==> src/rtl/sm_mul_arbiter.sv <==
// rtl/sm_mul_arbiter.sv - round-robin sequencer sharing one sequential multiplier between two requesters
// Outputs are decoded from registered state and operand latches only; nothing combinational from inputs.
module sm_mul_arbiter #(
   parameter int W       = 8,
   parameter int TIMEOUT = 16,
   parameter int CW      = 5
) (
   input  logic         clk,
   input  logic         rst,
   input  logic         req0,
   input  logic [W-1:0] x0,
   input  logic [W-1:0] y0,
   output logic         ack0,
   input  logic         req1,
   input  logic [W-1:0] x1,
   input  logic [W-1:0] y1,
   output logic         ack1,
   output logic [W-1:0] res,
   output logic         err,
   output logic         busy,
   output logic         gnt,
   output logic         mul_bgn,
   output logic [W-1:0] mul_ibus,
   input  logic         mul_fin,
   input  logic [W-1:0] mul_obus
);

   localparam logic [2:0] S_IDLE   = 3'd0;
   localparam logic [2:0] S_LOAD_X = 3'd1;
   localparam logic [2:0] S_LOAD_Y = 3'd2;
   localparam logic [2:0] S_WAIT   = 3'd3;
   localparam logic [2:0] S_DONE   = 3'd4;

   localparam logic [CW-1:0] CNT_LAST = CW'(TIMEOUT - 1);

   logic [2:0]    state;
   logic [W-1:0]  opx;
   logic [W-1:0]  opy;
   logic [W-1:0]  res_q;
   logic          err_q;
   logic          gnt_q;
   logic          last;
   logic [CW-1:0] cnt;

   logic any_req;
   logic winner;

   // On a tie the requester not served last wins; otherwise whoever asks.
   assign any_req = req0 | req1;
   assign winner  = (req0 & req1) ? ~last : req1;

   always_ff @(posedge clk or posedge rst) begin
      if (rst) begin
         state <= S_IDLE;
         opx   <= '0;
         opy   <= '0;
         res_q <= '0;
         err_q <= 1'b0;
         gnt_q <= 1'b0;
         last  <= 1'b1;
         cnt   <= '0;
      end else begin
         case (state)
            S_IDLE: begin
               if (any_req) begin
                  gnt_q <= winner;
                  last  <= winner;
                  opx   <= winner ? x1 : x0;
                  opy   <= winner ? y1 : y0;
                  state <= S_LOAD_X;
               end
            end
            S_LOAD_X: begin
               state <= S_LOAD_Y;
            end
            S_LOAD_Y: begin
               cnt   <= '0;
               state <= S_WAIT;
            end
            S_WAIT: begin
               // fin is honoured only here, so a stale fin cannot finish a fresh job
               if (mul_fin) begin
                  res_q <= mul_obus;
                  err_q <= 1'b0;
                  state <= S_DONE;
               end else if (cnt == CNT_LAST) begin
                  res_q <= '0;
                  err_q <= 1'b1;
                  state <= S_DONE;
               end else begin
                  cnt <= cnt + 1'b1;
               end
            end
            S_DONE: begin
               state <= S_IDLE;
            end
            default: begin
               state <= S_IDLE;
            end
         endcase
      end
   end

   assign busy     = (state != S_IDLE);
   assign mul_bgn  = (state == S_LOAD_X) || (state == S_LOAD_Y);
   assign mul_ibus = (state == S_LOAD_X) ? opx :
                     (state == S_LOAD_Y) ? opy : '0;
   assign ack0     = (state == S_DONE) && !gnt_q;
   assign ack1     = (state == S_DONE) &&  gnt_q;
   assign res      = res_q;
   assign err      = err_q;
   assign gnt      = gnt_q;

endmodule

==> config.mk <==
export PLATFORM = sky130hd
export DESIGN_NAME = sm_mul_arbiter
export DESIGN_NICKNAME = d
export VERILOG_FILES = /design/src/rtl/sm_mul_arbiter.sv
export SDC_FILE = /design/constraint.sdc
export NUM_CORES = 1
export LEC_CHECK = 0
export ABC_AREA = 1
export ABC_CLOCK_PERIOD_IN_PS = 3810
export BUFFER_PORTS_ARGS = -buffer_cell sky130_fd_sc_hd__clkbuf_2
export CAP_MARGIN = 15
export CORE_MARGIN = 1.5
export CORE_UTILIZATION = 50
export CTS_CLUSTER_DIAMETER = 60
export DETAILED_ROUTE_END_ITERATION = 10
export PLACE_DENSITY = 0.89
export SYNTH_ARGS = -nofsm -noshare
export SYNTH_HDL_FRONTEND = slang
export SYNTH_SLANG_ARGS = --single-unit
export TNS_END_PERCENT = 1
==> constraint.sdc <==
create_clock -name clk -period 3.81 [get_ports clk]
set_input_delay 0.1905 -clock clk [delete_from_list [all_inputs] [get_ports clk]]
set_output_delay 0.1905 -clock clk [all_outputs]
set_load 0.02 [all_outputs]
==> results.json <==
{
  "die_height_um": 64.6,
  "synth_area_um2": 1890,
  "drtPass1Iterations": 4,
  "critPathKind": "reg2out",
  "track_usage_pct": 22.1,
  "dieArea_um2": 4170,
  "slew_headroom_pct": 62.6,
  "vias": 1778,
  "pre_cts_slack_ns": 2.09,
  "grt_max_degree": 36,
  "synthesis.nets": 294,
  "worstSkewPairLatency_ns": 0.28,
  "drive_above_1_share_pct": 29.8,
  "finalSetupTns_ns": 0,
  "cts.sinks": 35,
  "dr.first_iter.drc_count": 91,
  "rsz0062_at_grt": "false",
  "leakagePower_uw": 0.00132,
  "post_drt_wl_per_cell_um": 11.3,
  "cts_buffers": 5,
  "clock.fmax_mhz": 493,
  "finalSetupViolations": 0,
  "fin_crit_sh_pct": 53.3,
  "layout_setup_ws_ns": 1.78,
  "startpoint_type": "flip-flop",
  "antenna_found_initial": 0,
  "fin_nets": 358,
  "antenna_left": 0,
  "fin_cells": 360,
  "finalHoldViolCount": 0,
  "htree_levels": 2,
  "root_buffer": "clkbuf_8",
  "grt_first_pass_wirelength_um": 7250,
  "status": "finished, final reports clean",
  "finClkSkew_ns": 0.00260,
  "cp.required_ns": 3.62,
  "coreArea_um2": 3660,
  "drcViolationCount": 0,
  "synth_cells": 247,
  "layout_min_cycle_time_ns": 2.03,
  "io_buffers": 66,
  "synthToLayoutAreaGrowth_pct": 20.9,
  "viasPerCell": 4.94,
  "hpwlAfterDp_um": 3030,
  "row_count": 22,
  "seq_area_frac_synth_pct": 46.3,
  "layout_common_cells": "nand2_1, clkbuf_2, nand3_1",
  "avgSynthCellArea_um2": 7.67,
  "yosys_register_bits": 35,
  "wirelength_um": 4060,
  "cts_resized": 0,
  "clk_pin_slew_worst_paths_ns": 0.06,
  "synth_cell_types": 21,
  "yosysWarnings": 0,
  "diodes": 0,
  "grt.overflow.total": 0,
  "gp_congestion": 0.789,
  "io_pins": 67,
  "die_x_um": 64.6,
  "ir_drop_uv": 369,
  "cts_buffer_depth": 2,
  "cts_tree": "done",
  "min_path_type": "in2reg",
  "power_density_nw_per_um2": 725,
  "fin_area_um2": 2290,
  "start_util_pct": 51.7,
  "critPathMaxFanout": 11,
  "grt_pass1_vias": 1714,
  "placed_cell_area_um2": 2200,
  "cp-end-kind": "output port",
  "drv_cap": 0,
  "final_common_cell": "nand2_1",
  "tightest_slew_ns": 0.559,
  "slew_violations": 0,
  "critical_path_arrival_ns": 1.84,
  "p_total_uw": 1660,
  "placed_cells": 351
}
==> critical path: stages, from the launching register on <==
cell and delay, ns:
dfrtp_1 0.50, inv_1 0.21, nand3_1 0.32, o21ai_0 0.32
clkbuf_2 0.22
==> through the flow <==
| stage | util [%] | hold slack [ns] |
|---|---|---|
| floorplan | - | 0.336 |
| global placement | 60.1 | 0.283 |
| detailed placement | 60.1 | 0.294 |
| CTS | 62.6 | 0.136 |
| global route | 62.6 | 0.135 |
| finish | 62.6 | 0.144 |
==> cells in the mapped netlist <==
cell	count	area share (%)
ha_1	2	1.3
dfstp_2	1	1.4
buf_2	2	0.53
nand2_1	98	19
nand3b_1	1	0.40
nand2_2	5	1.7
o21ai_2	10	4.6
buf_6	6	3.6
clkbuf_1	2	0.40
nand3_4	1	0.92
nand3_1	35	9.2
o22ai_1	1	0.33
buf_4	1	0.40
clkinv_4	1	0.46
nor2_2	2	0.66
o21ai_1	2	0.53
nor2_1	12	2.4
or2_1	1	0.33
inv_1	21	4.2
dfrtp_1	34	45
o21ai_0	9	2.4
==> per-layer routing <==
| metal | global-route usage, % | vias up | wire (um) |
|---|---|---|---|
| met4 | 10.1 | 0 | 83 |
| met3 | 3.47 | 8 | 153 |
| met2 | 36.7 | 48 | 1990 |
| met5 | 0 | - | 0 |
| met1 | 28.4 | 811 | 1830 |
| li1 | - | 911 | - |
==> report_power, final <==
group / switching, uW / internal [uW]
clock network: 117 / 128
logic: 538 / 254
registers: 95.1 / 528
==> state kept, by name (all words and copies together), names as in the netlist <==
register  cells
opx           8
gnt           1
state         3
res           8
err           1
last          1
opy           8
cnt           5
==> final timing paths <==
| check | from | end | cells after the start | slack [ns] |
|---|---|---|---|---|
| min in group asynchronous | rst | res[7]$_DFFE_PP0P_ | 4 | 0.55 |
| worst min register to register | res[0]$_DFFE_PP0P_ | res[0]$_DFFE_PP0P_ | 2 | 0.47 |
| worst max-delay path | state[1]$_DFFE_PP0P_ | mul_ibus[2] | 4 | 1.78 |
| max in group asynchronous | rst | last$_DFFE_PP1P_ | 4 | 2.92 |
| worst max register to register | cnt[0]$_DFFE_PP0P_ | cnt[4]$_DFFE_PP0P_ | 10 | 2.08 |
| worst min-delay path | mul_obus[7] | res[7]$_DFFE_PP0P_ | 3 | 0.14 |
==> kinds of logic (layout without fill, tap and decap cells) <==
logic type	Yosys count	after routing	synth area share [%]
compound gates	22	22	7.86
fa+ha+maj	2	2	1.32
simple gates	155	155	35.0
buf+inv	33	98	9.51
flops	35	35	46.3
==> area by class of cell <==
| class | count | area, um^2 |
|---|---|---|
| fill | 332 | 1370 |
| sequential | 35 | 877 |
| multi-input combinational | 179 | 837 |
| timing repair buffer | 68 | 348 |
| inverter | 22 | 87.6 |
| clock buffer | 7 | 76.3 |
| tap | 48 | 60.1 |
| clock inverter | 1 | 5.00 |
==> timing repair <==
action	in CTS	in global routing
hold buffers	1	0
hold endpoints to repair	32	0
setup buffers	0	0
No activity file was read; power rests on OpenSTA's default activity.
